**config.mk**
```make
export PLATFORM = sky130hd
export DESIGN_NAME = sqrt_unit_param
export DESIGN_NICKNAME = d
export VERILOG_FILES = /design/src/rtl/sqrt_unit_param.sv
export SDC_FILE = /design/constraint.sdc
export NUM_CORES = 1
export LEC_CHECK = 0
export BUFFER_PORTS_ARGS = -buffer_cell sky130_fd_sc_hd__clkbuf_2
export CAP_MARGIN = 10
export CORE_UTILIZATION = 65
export DETAILED_ROUTE_END_ITERATION = 16
export GPL_TIMING_DRIVEN = 1
export MAX_ROUTING_LAYER = met4
export PLACE_DENSITY = 0.85
export SETUP_SLACK_MARGIN = 0.15
export SLEW_MARGIN = 30
export SYNTH_ARGS = -nofsm -noshare
export SYNTH_HDL_FRONTEND = slang
export SYNTH_SLANG_ARGS = --single-unit
export TNS_END_PERCENT = 30
```
**constraint.sdc**
```tcl
create_clock -name clk -period 6.71 [get_ports clk]
set_clock_uncertainty 0.2 [all_clocks]
set_input_delay 0.671 -clock clk [delete_from_list [all_inputs] [get_ports clk]]
set_output_delay 0.671 -clock clk [all_outputs]
set_load 0.05 [all_outputs]
```
**src/rtl/sqrt_unit_param.sv**
```systemverilog
`default_nettype none
// ============================================================================
// Module   : sqrt_unit_param
// Purpose  : Fixed-point square root by radix-2 restoring digit recurrence.
//            Leading all-zero digit pairs are skipped, so the iteration count
//            depends on the operand magnitude. Reports the truncated-root
//            remainder, an exact flag and a negative-input flag.
// Revision : 1.0 - initial release
// ============================================================================
module sqrt_unit_param #(
  parameter  int IN_W   = 36,
  parameter  int FRAC_W = 28,
  parameter  int EXT    = 0,
  localparam int RW     = IN_W - 1 + 2 * EXT,
  localparam int QW     = (RW + 1) / 2
) (
  input  logic            clk,
  input  logic            reset_n,
  input  logic [IN_W-1:0] data_e,
  input  logic            sqrt_unit_start,
  input  logic            round_en,
  output logic            busy,
  output logic            sqrt_unit_done,
  output logic [QW-1:0]   data_out_f,
  output logic [QW:0]     remainder,
  output logic            exact,
  output logic            err_neg
);

  localparam int DW = 2 * QW;          // radicand zero-extended to whole pairs
  localparam int CW = $clog2(QW + 1);  // iteration counter width
  localparam int LW = $clog2(DW + 1);  // leading-zero count width
  localparam int TW = QW + 4;          // {rem, pair} trial width incl. sign

  typedef enum logic [1:0] {
    IDLE = 2'd0,
    NORM = 2'd1,
    ITER = 2'd2,
    DONE = 2'd3
  } state_t;

  state_t          state;
  logic [DW-1:0]   rad;        // radicand, next pair to consume sits at the top
  logic            neg_in;     // captured sign bit
  logic            rnd;        // captured round_en
  logic [QW-1:0]   root;       // partial root
  logic [QW+1:0]   rem;        // partial remainder
  logic [CW-1:0]   cnt;        // iterations left

  logic [DW-1:0]   rad_in;
  logic [LW-1:0]   lz;
  logic [CW-1:0]   n_iter;
  logic [TW-1:0]   acc;
  logic [TW-1:0]   sub;
  logic [TW-1:0]   trial;
  logic            trial_neg;
  logic [QW+1:0]   rem_next;
  logic            round_up;
  logic [QW-1:0]   q_final;
  logic            unused_bits;

  // An odd fraction width would leave the result with a half-bit binary point.
  if (FRAC_W % 2 != 0) begin : g_frac_check
    $error("sqrt_unit_param: FRAC_W must be even");
  end

  // Magnitude scaled by the extra result fraction bits, zero-extended to DW.
  assign rad_in = DW'(data_e[IN_W-2:0]) << (2 * EXT);

  // Leading-zero count of the captured radicand (highest set bit wins).
  always_comb begin
    lz = LW'(DW);
    for (int i = 0; i < DW; i++) begin
      if (rad[i]) lz = LW'(DW - 1 - i);
    end
  end

  // Pairs that remain after dropping the all-zero leading ones.
  assign n_iter = (neg_in || rad == '0) ? '0 : CW'(QW - int'(lz >> 1));

  // One restoring step: bring down a pair and try to subtract {root, 01}.
  assign acc       = {rem, rad[DW-1 -: 2]};
  assign sub       = {2'b00, root, 2'b01};
  assign trial     = acc - sub;
  assign trial_neg = trial[TW-1];
  assign rem_next  = trial_neg ? acc[QW+1:0] : trial[QW+1:0];
  // The remainder never exceeds twice the root, so these upper bits stay zero.
  assign unused_bits = ^{acc[TW-1:QW+2], trial[TW-2:QW+2]};

  // Round-to-nearest bumps the root when the remainder passes the midpoint;
  // an all-ones root cannot grow and is left saturated.
  assign round_up = rnd && (rem[QW:0] > {1'b0, root}) && !(&root);
  assign q_final  = root + QW'(round_up);

  // Control FSM, datapath registers and registered result outputs.
  always_ff @(posedge clk or negedge reset_n) begin
    if (!reset_n) begin
      state          <= IDLE;
      rad            <= '0;
      neg_in         <= 1'b0;
      rnd            <= 1'b0;
      root           <= '0;
      rem            <= '0;
      cnt            <= '0;
      busy           <= 1'b0;
      sqrt_unit_done <= 1'b0;
      data_out_f     <= '0;
      remainder      <= '0;
      exact          <= 1'b0;
      err_neg        <= 1'b0;
    end else begin
      sqrt_unit_done <= 1'b0;
      case (state)
        IDLE: begin
          // busy is still high during the done-pulse cycle; a start seen
          // then is dropped and the unit frees up on the following edge.
          if (busy) begin
            busy <= 1'b0;
          end else if (sqrt_unit_start) begin
            rad    <= rad_in;
            neg_in <= data_e[IN_W-1];
            rnd    <= round_en;
            busy   <= 1'b1;
            state  <= NORM;
          end
        end
        NORM: begin
          // Skipped pairs are all zero, so root and remainder start at zero.
          rad   <= rad << (2 * (QW - int'(n_iter)));
          root  <= '0;
          rem   <= '0;
          cnt   <= n_iter;
          state <= (n_iter == '0) ? DONE : ITER;
        end
        ITER: begin
          rad  <= rad << 2;
          root <= {root[QW-2:0], ~trial_neg};
          rem  <= rem_next;
          cnt  <= cnt - CW'(1);
          if (cnt == CW'(1)) state <= DONE;
        end
        DONE: begin
          if (neg_in) begin
            data_out_f <= '0;
            remainder  <= '0;
            exact      <= 1'b0;
            err_neg    <= 1'b1;
          end else begin
            data_out_f <= q_final;
            remainder  <= rem[QW:0];
            exact      <= (rem == '0);
            err_neg    <= 1'b0;
          end
          sqrt_unit_done <= 1'b1;
          state          <= IDLE;
        end
        default: state <= IDLE;
      endcase
    end
  end

endmodule
`default_nettype wire

```
# [Word-level counts from Yosys, hierarchy flattened]
# Index checks and enable logic that the tools add are counted.
[word_totals] out_inout_bits=41 register_bits=124 input_bits=40 word_cells=99
[classes] n_reduce_logical=14 bitwise=2 eq_ne=7 addsub=5 n_lt_le_gt_ge=1 n_mux=56 shifts=1
[op_table] operator="2-to-1 mux 6 bit" count=32
[op_table] operator="one-hot mux 36 bit (3 select lines)" count=1
[op_table] operator="2-to-1 mux 36 bit" count=2
[op_table] operator="one-hot mux 20 bit (2 select lines)" count=1
[op_table] operator="zero test 36 bit" count=1
[op_table] operator="one-hot mux 18 bit (2 select lines)" count=1
[op_table] operator="<< shifter 36 x 32 -> 36 bit" count=1
[op_table] operator="subtractor 22 x 20 -> 22 bit" count=1
[op_table] operator="zero test 20 bit" count=1
[op_table] operator="2-to-1 mux 20 bit" count=1
[op_table] operator="greater-than comparator 19 x 18 -> 1 bit" count=1
[op_table] operator="2-to-1 mux 19 bit" count=1
[op_table] operator="adder 18 x 1 -> 18 bit" count=1
[op_table] operator="2-to-1 mux 18 bit" count=1
[op_table] operator="AND reduction 18 bit" count=1
[op_table] operator="2-to-1 mux 3 bit" count=4
[op_table] operator="one-hot mux 5 bit (2 select lines)" count=1
[op_table] operator="AND reduction 3 bit" count=3
[op_table] operator="one-hot mux 2 bit (4 select lines)" count=1
[op_table] operator="2-to-1 mux 1 bit" count=6
[op_table] operator="2-to-1 mux 2 bit" count=3
[op_table] operator="inequality test 2 bit, second input constant" count=3
[op_table] operator="subtractor 5 x 5 -> 6 bit, first input constant" count=1
[op_table] operator="== test 5 x 1 -> 1 bit, second input constant" count=1
[op_table] operator="other kinds (13)" count=16

# [Depth between registers and ports, before layout]
[logic_depth] depth_word=41 mapped_depth=18 ltp_nobuf=17

# [Worst setup path before layout]
# Ideal clock, no wire load.
[synth_timing] kind="reg2reg" startpoint="register rad[20]" endpoint="register rad[32]" path_slack_ns=2.270 arrival_time_ns=4.111 period_less_slack_ns=4.440 n_path_buf=3 required_ns=6.381 setup_time_ns=0.129 path_stages_with_launch=17 path_cell_list="dfrtp_1 nor4_4 nand3_1 a31oi_1 o211ai_1 and2_1 ha_1 or3_1 ha_1 clkbuf_1 clkbuf_1 clkbuf_1 mux4_2 nand2_1 nand3_1 a21boi_0 o22ai_1"
[synth_via] elab_chain_cells=21 word_cells_on_any_way=23 classes_between="2 x add/sub; 1 x shift; 18 x mux; 2 x reduce/logical"
[synth_lines] element="start, declared" line_no="43" rtl="logic [DW-1:0] rad;"
[synth_lines] element="start signal, assigned" line_no="120" rtl="rad <= rad_in;"
[synth_lines] element="start signal, assigned" line_no="129" rtl="rad <= rad << (2 * (QW - int'(n_iter)));"
[synth_lines] element="start signal, assigned" line_no="136" rtl="rad <= rad << 2;"
[synth_lines] element="2-to-1 mux 6 bit (16 in a row)" line_no="74" rtl="if (rad[i]) lz = LW'(DW - 1 - i);"
[synth_lines] element="subtractor 5 bit" line_no="79" rtl="assign n_iter = (neg_in || rad == '0) ? '0 : CW'(QW - int'(lz >> 1));"
[synth_lines] element="2-to-1 mux 5 bit" line_no="79"
[synth_lines] element="subtractor 5 x 5 -> 6 bit" line_no="129"
[synth_lines] element="<< shifter 36 x 32 -> 36 bit *" line_no="129"
[synth_lines] element="one-hot mux 36 bit (3 select lines) *" line_no="113" rtl="case (state)"
# Every way passes the cells marked *; elsewhere a longest branch is shown, timed or not.
# A chain may end at the register's enable or synchronous reset.

# [Final worst setup path]
[layout_timing] startpoint="register rad[20]" endpoint="register rad[27]"
[layout_via] elab_chain_cells=21 word_cells_on_any_way=23 classes_between="2 x add/sub; 1 x shift; 18 x mux; 2 x reduce/logical"
[layout_lines] element="2-to-1 mux 6 bit (16 in a row)" line_no="74"
[layout_lines] element="subtractor 5 bit" line_no="79"
[layout_lines] element="2-to-1 mux 5 bit *" line_no="79"
[layout_lines] element="subtractor 5 x 5 -> 6 bit *" line_no="129"
[layout_lines] element="<< shifter 36 x 32 -> 36 bit *" line_no="129"
[layout_lines] element="one-hot mux 36 bit (3 select lines) *" line_no="113"
# Marks and branches as above.

==> results.yml <==
placed_design:
  hpwl_um: 18190
  portBuffers: 80
  routabilityCongestion: 1.011
  dp.cells: 1205
cts:
  htree_num_levels: 4
  worstSkewPairLatency_ns: 0.42
  numCtsBuffers: 17
  cts_tree: "built"
  cts_resized: 0
  cts_sinks: 124
  cts-root-to-sink-buffers: 2
  cts_setup_buffers: 0
  clk_pin_slew_ns: 0.06
  root_buffer: "clkbuf_16"
  cts_hold_buffers: 0
timing:
  setup_viol: 0
  relSlewSlack_pct: 42.83
  finalSetupTns_ns: 0
  finalCriticalPeriod_ns: 5.156
  drv_slew: 0
  worst_hold_slack_ns: 0.1288
  finalCritPeriodShare_pct: 76.84
  rsz0062_at_grt: "false"
  hold_viol_final: 0
  fmax_ghz: 0.1939
  worstMarginPinSlew_ns: 0.8544
grt:
  first_global_vias: 7847
  antenna_found_initial: 1
  grt_max_degree: 66
  grt_pass1_wl_um: 42440
  grt_use_total_pct: 39.50
  globalRouteOverflowTotal: 0
routing:
  via_per_inst: 6.915
  vias: 8575
  drc: 0
  drt_first_iter_violations: 1055
  antenna_left: 0
  first_pass_iters: 6
  wl_per_cell_um: 21.68
  wl_um: 26890
layout:
  final_util_pct: 74.92
  nNetsFinal: 1122
  nFillCells: 983
  drive_gt1_share_pct: 17.59
  syn2layout_area_growth_pct: 11.27
  layout.cells.non_filler: 1240
synthesis:
  syn-num-nets: 1078
  netlist_instances: 1006
  yosysSeqAreaShare_pct: 34.39
  synthDistinctLibCells: 79
  synth_top_area_share_pct: 34.39
  yosysTopAreaCell: "dfrtp_1"
  ys_top_cells_by_area: "dfrtp_1, mux4_2, ha_1"
  async_flop_share_pct: 100.0
  ys.flop_type: "dfrtp_1"
  synth_edf_count: 0
  syn-cell-area_sq_um: 9022
  syn_avg_cell_area_sq_um: 8.969
  synth_most_common_cell: "dfrtp_1"
  ys_seq_elements: 124
  synthTopCellsByCount: "dfrtp_1, nor2_1, inv_1, nand2_1, o21ai_0"
  yosysWarningCount: 0
setup_path:
  startpoint: "rad[20]$_DFFE_PN0P_"
  cp.arrival_ns: 5.25
  endpoint: "rad[27]$_DFFE_PN0P_"
  crit_slowest_cell: "mux4_2"
  critPathKind: "flop to flop"
  r2r_start: "rad[20]$_DFFE_PN0P_"
  r2r_cells: 14
  cp.depth: 14
  slowest_delay_ns: 0.57
  cp_common_cell: "ha_1"
  crit_family: "simple AND/OR/NAND/NOR gates"
  required_ns: 6.81
  crit_path_max_fanout: 26
  critPathBufInv: 2
  cp-end-kind: "flop"
  r2r_end: "rad[27]$_DFFE_PN0P_"
  rrSetupSlack_ns: 1.55
  path_cells: "nor4_4 > nand3_1 > a31oi_1 > o211ai_1 > and2_1 > ha_1 > or3_1 > ha_1 > buf_4 > inv_2 > mux4_2 > mux2i_1 > a211o_1 > o21ai_1"
  worstSetupStartpointType: "flop"
die:
  fp.dieH_um: 119.8
  core-area_sq_um: 13400
  num_rows: 42
  die-area_sq_um: 14360
  io_pins: 81
  initial_core_util_pct: 67.33
  die_x_um: 119.8
flow_run:
  max_cap_violations: 0
outcome:
  status: "complete, no violations"
worst_hold_path:
  holdCritPathClass: "primary input to async pin"
## routing by layer
metal,global-route usage [%],up-vias,share of wire [%]
met5,-,-,0
met4,13.05,0,2.7
met3,11.45,70,11
met2,54.62,555,43
met1,55.60,4115,43
li1,-,3835,-
## placed cells by master (no fill, tap or decap), types with 8 or more instances in the layout
master,Yosys,routed
inv_1,75,75
nor2_1,79,78
nor4_1,12,12
nand3b_1,22,22
clkbuf_2,0,79
o2bb2ai_1,14,14
mux2_2,12,12
dfrtp_1,124,124
and3_1,10,10
and2_1,8,8
nor3_1,20,20
nand2_1,70,70
o22ai_1,48,48
clkbuf_16,0,17
nand4_1,12,12
o21ai_1,16,14
xnor2_1,27,27
o211ai_1,9,9
a21oi_1,53,53
o21ai_0,54,54
ha_1,32,31
mux4_2,21,21
nand3_1,37,37
mux2i_1,35,35
buf_4,5,12
a221oi_1,29,29
## worst reg2reg max path: stages, from the launching register on
cell,delay (ns)
dfrtp_1,0.49
nor4_4,0.49
nand3_1,0.13
a31oi_1,0.28
o211ai_1,0.28
and2_1,0.23
ha_1,0.29
or3_1,0.40
ha_1,0.31
buf_4,0.25
inv_2,0.37
mux4_2,0.57
mux2i_1,0.41
a211o_1,0.23
o21ai_1,0.08
## worst min path at each step
| stage | startpoint | endpoint | slack [ns] |
|---|---|---|---|
| 2_1_floorplan | reset_n | busy$_DFFE_PN0P_ | 0.18 |
| 3_3_place_gp | root[15]$_DFFE_PN0N_ | root[16]$_DFFE_PN0N_ | 0.29 |
| 3_5_place_dp | root[15]$_DFFE_PN0N_ | root[16]$_DFFE_PN0N_ | 0.30 |
| 4_1_cts | reset_n | data_out_f[2]$_DFFE_PN0P_ | 0.15 |
| 5_1_grt | reset_n | data_out_f[2]$_DFFE_PN0P_ | 0.18 |
| 6_report | reset_n | data_out_f[2]$_DFFE_PN0P_ | 0.13 |
## stage by stage
step                setup WS (ns)  cell area (sq um)
global route                1.328              10040
CTS                         1.641               9982
floorplan                   2.270               9022
detailed placement          1.664               9432
finish                      1.554              10040
global placement            1.738               9432
## kinds of logic after synthesis
group	share of synthesized area (%)
multiplexers	11.16
XOR/XNOR	3.911
AND/OR/NAND/NOR	17.40
buffers and inverters	6.837
adder cells (fa/ha/maj)	4.438
AO/OA/AOI/OAI	21.86
flip-flops	34.39
## flip-flops by register name, summed over array words and instances, names as in the netlist
register        cells
busy                1
cnt                 5
data_out_f         18
err_neg             1
exact               1
neg_in              1
rad                36
rem                20
remainder          19
rnd                 1
root               18
sqrt_unit_done      1
state               2
## layout make-up
class / instances / area [sq um] / share of cell area, %
Multi-Input combinational cell: 736 / 5330 / 53.09
Sequential cell: 124 / 3103 / 30.91
Timing Repair Buffer: 93 / 540.5 / 5.384
Clock buffer: 19 / 442.9 / 4.412
Inverter: 78 / 292.8 / 2.916
Tap cell: 176 / 220.2 / 2.193
Clock inverter: 13 / 107.6 / 1.072
Antenna cell: 1 / 2.502 / 0.02493
Power is left out: the tool's default activity adds up to more than one toggle a clock period on the data nets, which glitch-free logic cannot reach.
